==> config.mk <==
export PLATFORM = sky130hd
export DESIGN_NAME = octave_tone_gen_flat
export DESIGN_NICKNAME = d
export VERILOG_FILES = /design/src/rtl/octave_tone_gen_pkg.sv /design/src/rtl/octave_tone_gen_if.sv /design/src/rtl/octave_tone_gen_note_inc_lut.sv /design/src/rtl/octave_tone_gen.sv /design/src/flat_wrapper.sv
export SDC_FILE = /design/constraint.sdc
export NUM_CORES = 1
export LEC_CHECK = 0
export CAP_MARGIN = 20
export CORE_MARGIN = 2
export CORE_UTILIZATION = 25
export CTS_BUF_LIST = sky130_fd_sc_hd__clkbuf_8
export CTS_CLUSTER_SIZE = 14
export DETAILED_ROUTE_END_ITERATION = 8
export RECOVER_POWER = 50
export REMOVE_ABC_BUFFERS = 1
export SLEW_MARGIN = 0
export SYNTH_ARGS = -nofsm -noshare
export SYNTH_HDL_FRONTEND = slang
export SYNTH_SLANG_ARGS = --single-unit
==> constraint.sdc <==
create_clock -name clk -period 3.3 [get_ports clk]
set_input_delay 0.33 -clock clk [delete_from_list [all_inputs] [get_ports clk]]
set_output_delay 0.33 -clock clk [all_outputs]
set_load 0.1 [all_outputs]
==> src/rtl/octave_tone_gen_pkg.sv <==
// Shared types and constants for the octave tone generator.
// Increments assume A4 = 440 Hz at a 10 kHz sample rate.
package synth_pkg;

  typedef enum logic [1:0] {
    IDLE,
    RUN,
    RELEASE
  } tone_state_t;

  localparam int ACC_W_DEF = 18;
  localparam int NUM_NOTES = 12;

  localparam int unsigned NOTE_INC [NUM_NOTES] = '{
    6858, 7266, 7698, 8156,
    8641, 9155, 9699, 10276,
    10887, 11534, 12220, 12947
  };

endpackage

==> src/rtl/octave_tone_gen_if.sv <==
// Control/observe bundle between keypad logic, tone generator and mixer.
// The master drives key/tick inputs; the slave is the generator.
interface octave_tone_gen_if #(
  parameter int ACC_W = synth_pkg::ACC_W_DEF
);
  logic             sample_tick;
  logic             key_on;
  logic [3:0]       key_idx;
  logic [1:0]       oct_switch;
  logic             wave_out;
  logic [ACC_W-1:0] phase;
  logic             busy;
  logic [1:0]       cur_oct;

  modport master (
    output sample_tick,
    output key_on,
    output key_idx,
    output oct_switch,
    input  wave_out,
    input  phase,
    input  busy,
    input  cur_oct
  );

  modport slave (
    input  sample_tick,
    input  key_on,
    input  key_idx,
    input  oct_switch,
    output wave_out,
    output phase,
    output busy,
    output cur_oct
  );
endinterface

==> src/rtl/octave_tone_gen_note_inc_lut.sv <==
// Note index plus octave to phase increment.
// Invalid keys map to zero; callers only latch valid keys.
module note_inc_lut
  import synth_pkg::*;
#(
  parameter int ACC_W = ACC_W_DEF
) (
  input  logic [3:0]       key,
  input  logic [1:0]       oct,
  output logic [ACC_W-1:0] inc
);

  logic [ACC_W-1:0] base;

  always_comb begin
    base = '0;
    if (key < 4'(NUM_NOTES))
      base = ACC_W'(NOTE_INC[key]);
    inc = base >> oct;
  end

endmodule

==> src/rtl/octave_tone_gen.sv <==
// Square-wave tone generator; key and octave changes take
// effect only at a phase wrap so the waveform never glitches.
module octave_tone_gen
  import synth_pkg::*;
#(
  parameter int ACC_W = ACC_W_DEF
) (
  input logic               clk,
  input logic               nrst,
  octave_tone_gen_if.slave  bus
);

  tone_state_t      state;
  logic [ACC_W-1:0] phase;
  logic [ACC_W-1:0] inc;
  logic [3:0]       app_key;
  logic [1:0]       app_oct;
  logic             busy;

  logic             idx_ok;
  logic             key_ok;
  logic [3:0]       lut_key;
  logic [ACC_W-1:0] lut_inc;
  logic [ACC_W:0]   sum;
  logic             wrap;

  assign idx_ok  = bus.key_idx < 4'(NUM_NOTES);
  assign key_ok  = bus.key_on && idx_ok;
  assign lut_key = idx_ok ? bus.key_idx : app_key;
  assign sum     = {1'b0, phase} + {1'b0, inc};
  assign wrap    = sum[ACC_W];

  note_inc_lut #(
    .ACC_W (ACC_W)
  ) u_lut (
    .key (lut_key),
    .oct (bus.oct_switch),
    .inc (lut_inc)
  );

  always_ff @(posedge clk or posedge nrst) begin
    if (nrst) begin
      state   <= IDLE;
      phase   <= '0;
      app_key <= '0;
      app_oct <= '0;
      inc     <= ACC_W'(NOTE_INC[0]);
      busy    <= 1'b0;
    end else begin
      unique case (state)
        IDLE: begin
          phase <= '0;
          if (key_ok) begin
            app_key <= bus.key_idx;
            app_oct <= bus.oct_switch;
            inc     <= lut_inc;
            state   <= RUN;
            busy    <= 1'b1;
          end
        end
        RUN: begin
          if (bus.sample_tick) begin
            phase <= sum[ACC_W-1:0];
            if (wrap) begin
              if (idx_ok)
                app_key <= bus.key_idx;
              app_oct <= bus.oct_switch;
              inc     <= lut_inc;
            end
          end
          if (!key_ok)
            state <= RELEASE;
        end
        RELEASE: begin
          // Draining to the wrap keeps the last period full length
          if (bus.sample_tick && wrap) begin
            phase <= '0;
            state <= IDLE;
            busy  <= 1'b0;
          end else begin
            if (bus.sample_tick)
              phase <= sum[ACC_W-1:0];
            if (key_ok)
              state <= RUN;
          end
        end
        default: begin
          state <= IDLE;
          phase <= '0;
          busy  <= 1'b0;
        end
      endcase
    end
  end

  assign bus.phase    = phase;
  assign bus.wave_out = phase[ACC_W-1];
  assign bus.busy     = busy;
  assign bus.cur_oct  = app_oct;

endmodule

==> src/flat_wrapper.sv <==
// flat-port wrapper written by rule: the top's interface ports become plain ports
module octave_tone_gen_flat import synth_pkg::*;
#(
  parameter int ACC_W = ACC_W_DEF
)
  (clk, nrst, bus_sample_tick, bus_key_on, bus_key_idx, bus_oct_switch, bus_wave_out, bus_phase, bus_busy, bus_cur_oct);
  octave_tone_gen_if #(.ACC_W(ACC_W)) bus_i ();
  input logic clk;
  input logic nrst;
  input wire logic [$bits(bus_i.sample_tick)-1:0] bus_sample_tick;
  input wire logic [$bits(bus_i.key_on)-1:0] bus_key_on;
  input wire logic [$bits(bus_i.key_idx)-1:0] bus_key_idx;
  input wire logic [$bits(bus_i.oct_switch)-1:0] bus_oct_switch;
  output wire logic [$bits(bus_i.wave_out)-1:0] bus_wave_out;
  output wire logic [$bits(bus_i.phase)-1:0] bus_phase;
  output wire logic [$bits(bus_i.busy)-1:0] bus_busy;
  output wire logic [$bits(bus_i.cur_oct)-1:0] bus_cur_oct;
  assign bus_i.sample_tick = bus_sample_tick;
  assign bus_i.key_on = bus_key_on;
  assign bus_i.key_idx = bus_key_idx;
  assign bus_i.oct_switch = bus_oct_switch;
  assign bus_wave_out = bus_i.wave_out;
  assign bus_phase = bus_i.phase;
  assign bus_busy = bus_i.busy;
  assign bus_cur_oct = bus_i.cur_oct;
  octave_tone_gen #(.ACC_W(ACC_W)) u_core (.clk(clk), .nrst(nrst), .bus(bus_i));
endmodule
==> PnR_summary.wiki <==
{| class="wikitable"
! Metric !! Value
|-
| Starting Density || around a quarter
|-
| Clock slew seen by the registers of the worst setup and hold paths || 0.07 ns
|-
| PD cells || around 740 nW/um^2
|-
| Buffering stage count on the worst path with inverters included || 1
|-
| Routability congestion estimate || around 0.86
|-
| GRT Overall Usage || 11.9%
|-
| Buffers inserted by post-CTS timing repair || 0
|-
| Setup slack at placement || ~0.31 ns
|-
| Count of final hold-check violations || 0
|-
| First-iteration detailed-routing DRC count || 99
|-
| Gate count after technology mapping || 387
|-
| Kind of path behind the tightest hold check || reg -> reg
|-
| Hold-fix buffer count after cts || 0
|-
| Slew Limit Headroom || 33.7%
|-
| Final setup violation count || 0
|-
| Yosys Warn Count || 0
|-
| Worst-Margin Slew || between 0.9 and 1 ns
|-
| Synth-to-Final Area Change || 17.7%
|-
| Critical path capture point type || register
|-
| Count of vias placed by the detailed router || 2840
|-
| Total detailed-routing wirelength || between 8 and 9 mm
|-
| Proportion of synthesized chip area in sequential cells || between 30 and 40%
|-
| Die extent in y || between 100 and 150 um
|-
| Core Rows || 42
|-
| Max clock buf depth || 2
|-
| Data required time of the worst path || 3.52 ns
|-
| Maximum achievable frequency || 354 MHz
|-
| Sum of negative setup slack || 0 ns
|-
| Count of cell types in the netlist || 66
|-
| Clock net sink count || 41
|-
| Proportion of synthesized flip-flops having asynchronous set or reset || 100%
|-
| TritonCTS clock tree || built
|-
| Final min period || 2.82 ns
|-
| Number of buffers added by the clock tree synthesis step || 5
|-
| Outcome || complete, no violations
|-
| Vias in the first global route || 2810
|-
| Number of max-slew violations in the final report || 0
|-
| Area of the die || 14200 um^2
|-
| Number of max-cap violations || 0
|-
| Count of TritonRoute iterations in the first routing pass || 4
|-
| Cell area after synthesis || 3320 um^2
|-
| Slowest Stage Delay on Critical Path || between 0.6 and 0.7 ns
|-
| Number of vias per cell after detailed routing || 4.78
|-
| Worst-skew pair later-pin latency || a little under 0.3 ns
|-
| Final-layout worst hold slack || 0.485 ns
|-
| Worst path slowest cell || sky130_fd_sc_hd__a31o_1
|-
| Top flip-flop cell by instance count after synthesis || sky130_fd_sc_hd__dfrtp_1
|-
| Area of the core || roughly 13000 um^2
|-
| Leakage power || 1.68 nW
|-
| Synth Area per Inst || ~8.6 um^2
|-
| Final HPWL DP || 6.38 mm
|-
| Number of nets in the layout || between 400 and 500
|-
| Number of flops mapped to enable cells by yosys || 0
|-
| Ratio of cells with drive above 1 in the final layout || 10.3%
|-
| Wire length of the first global-routing pass || ~14 mm
|-
| Largest voltage drop on the vdd net || 0.198 mV
|-
| Port Buffers || 31
|-
| Worst clock skew || between 0.01 and 0.015 ns
|-
| Largest net degree at the start of global routing || 27
|-
| Data arrival time of the critical path || 3.04 ns
|-
| Number of antenna violations at the first check in global routing || 0
|-
| Hold Path Origin || u_core.inc[3]$_DFFE_PP1P_
|-
| Path type of the worst setup path || reg -> reg
|-
| Sum of overflow across all layers after global routing || 0
|-
| Remaining antenna violation count || 0
|-
| Crit Path Max Fanout || 23
|-
| Cells along the critical path || ha_1 > inv_1 > fa_1 > and2b_1 > o2111ai_2 > a21oi_2 > o21ai_2 > a31o_1 > mux2_2
|-
| H-Tree Level Count || 2
|-
| Unrepaired setup endpoints after global routing || false
|-
| Diode insertion count for antenna repair || 0
|-
| Drt wl/cell || 13.6 um
|-
| Die W || between 100 and 150 um
|-
| Post-route DRC violation count || 0
|-
| Number of I/O pins || 32
|-
| Crit. Startpoint || u_core.bus.phase[0]$_DFF_PP0_
|-
| Final worst path period share || roughly 86%
|-
| Flip-flop and latch count after synthesis || 41
|-
| Worst-case setup margin in the final layout || about 0.48 ns
|-
| CTS Root Buffer Type || sky130_fd_sc_hd__clkbuf_8
|-
| Utilization after layout || 29.8%
|-
| Largest delay share family, worst path || compound AO/OA/AOI/OAI gates
|-
| Startpoint kind of the worst setup timing path || register
|-
| Worst r2r src || u_core.bus.phase[0]$_DFF_PP0_
|-
| Number of instances resized during post-cts repair || 0
|}
flip-flops by register name (all words and copies together) (netlist names):
name	cells
u_core.inc	14
u_core.app_key	4
u_core.state	2
u_core.bus.cur_oct	2
u_core.bus.busy	1
u_core.bus.phase	18
report_power, final:
part	switching, mW	total, mW	internal (mW)
Sequential	0.136	0.825	0.689
Combinational	1.11	1.72	0.607
Clock	0.175	0.339	0.165
cells in the mapped netlist, types with 5 or more instances:
library cell               number  area share, %
sky130_fd_sc_hd__o21ai_1        6           0.90
sky130_fd_sc_hd__dfstp_2        7            5.5
sky130_fd_sc_hd__nor3_1         7            1.1
sky130_fd_sc_hd__buf_2          8            1.2
sky130_fd_sc_hd__xnor2_1       10            2.6
sky130_fd_sc_hd__a221oi_1       6            1.6
sky130_fd_sc_hd__nand3_1        7            1.1
sky130_fd_sc_hd__a211oi_1       5            1.1
sky130_fd_sc_hd__o21ai_0       25            3.8
sky130_fd_sc_hd__ha_1          24            9.0
sky130_fd_sc_hd__nor2_1        39            4.4
sky130_fd_sc_hd__inv_1         23            2.6
sky130_fd_sc_hd__nand2_1       33            3.7
sky130_fd_sc_hd__mux2i_1       19            5.7
sky130_fd_sc_hd__dfrtp_1       34             26
sky130_fd_sc_hd__nand2b_1       5           0.94
sky130_fd_sc_hd__a21oi_1       33            5.0
sky130_fd_sc_hd__clkbuf_1       8           0.90
sky130_fd_sc_hd__nor2b_1        7            1.3
worst reg2reg max path: cells and delay by family (launching register included):
family | cells | cell delay (ns)
AOI/OAI and AO/OA | 4 | 1.25
adders and majority gates | 2 | 0.42
buffers and inverters | 1 | 0.07
DFF | 1 | 0.40
muxes | 1 | 0.41
and+or+nand+nor | 1 | 0.21
area by class of cell:
| type | instances | area (um^2) |
|---|---|---|
| Fill cell | 1423 | 9230 |
| Multi-Input combinational cell | 300 | 2070 |
| Sequential cell | 41 | 1030 |
| Timing Repair Buffer | 45 | 404 |
| Tap cell | 176 | 220 |
| Inverter | 24 | 90.1 |
| Clock buffer | 6 | 82.6 |
| Clock inverter | 2 | 7.51 |
placed cells by master, fill, tap and decap left out, types with 4 or more instances in the layout:
| cell | n |
|---|---|
| sky130_fd_sc_hd__nor2_1 | 39 |
| sky130_fd_sc_hd__dfrtp_1 | 34 |
| sky130_fd_sc_hd__a21oi_1 | 33 |
| sky130_fd_sc_hd__nand2_1 | 33 |
| sky130_fd_sc_hd__inv_1 | 25 |
| sky130_fd_sc_hd__o21ai_0 | 25 |
| sky130_fd_sc_hd__ha_1 | 24 |
| sky130_fd_sc_hd__mux2i_1 | 19 |
| sky130_fd_sc_hd__clkdlybuf4s50_1 | 19 |
| sky130_fd_sc_hd__dlygate4sd3_1 | 12 |
| sky130_fd_sc_hd__buf_4 | 11 |
| sky130_fd_sc_hd__xnor2_1 | 10 |
| sky130_fd_sc_hd__nand3_1 | 7 |
| sky130_fd_sc_hd__nor3_1 | 7 |
| sky130_fd_sc_hd__nor2b_1 | 7 |
| sky130_fd_sc_hd__dfstp_2 | 7 |
| sky130_fd_sc_hd__o21ai_1 | 6 |
| sky130_fd_sc_hd__a221oi_1 | 6 |
| sky130_fd_sc_hd__clkbuf_8 | 6 |
| sky130_fd_sc_hd__a211oi_1 | 5 |
| sky130_fd_sc_hd__nand2b_1 | 5 |
| sky130_fd_sc_hd__a21o_1 | 4 |
| sky130_fd_sc_hd__nand4_1 | 4 |
| sky130_fd_sc_hd__and4_1 | 4 |
| sky130_fd_sc_hd__xor2_1 | 4 |
| sky130_fd_sc_hd__mux2_2 | 4 |
per-stage QoR:
step / power, mW / cell area (um^2) / instances
2_1_floorplan: 2.11 / 3200 / 365
3_3_place_gp: 2.55 / 3830 / 585
3_5_place_dp: 2.57 / 3830 / 585
4_1_cts: 2.92 / 3920 / 593
5_1_grt: 3.13 / 3910 / 594
6_report: 2.88 / 3910 / 594
metal layers:
layer	wire, um	vias to the layer above	global-route usage (%)
met5	0	-	0
met4	84	0	3.38
met3	367	6	2.59
met2	3680	58	18.7
met1	3950	1321	16.4
li1	-	1455	-
logic make-up (layout without fill, tap and decap cells):
group | Yosys count | count (layout) | synth area share, %
simple gates | 118 | 118 | 17.3
flops | 41 | 41 | 31.1
buf+inv | 46 | 77 | 6.51
compound gates | 119 | 119 | 24.0
mux | 24 | 24 | 7.75
fa+ha+maj | 25 | 25 | 9.64
xor+xnor | 14 | 14 | 3.69
final timing paths:
kind / end / slack, ns / cells past startpoint
worst min register to register: u_core.inc[3]$_DFFE_PP1P_ / 0.48 / 2
worst max-delay path: u_core.inc[7]$_DFFE_PP1P_ / 0.48 / 9
worst max register to register: u_core.inc[7]$_DFFE_PP1P_ / 0.48 / 9
worst min-delay path: u_core.inc[3]$_DFFE_PP1P_ / 0.48 / 2
min in group asynchronous: u_core.inc[10]$_DFFE_PP0P_ / 0.52 / 2
max in group asynchronous: u_core.bus.phase[16]$_DFF_PP0_ / 1.72 / 3
(Power assumes the default switching activity.)
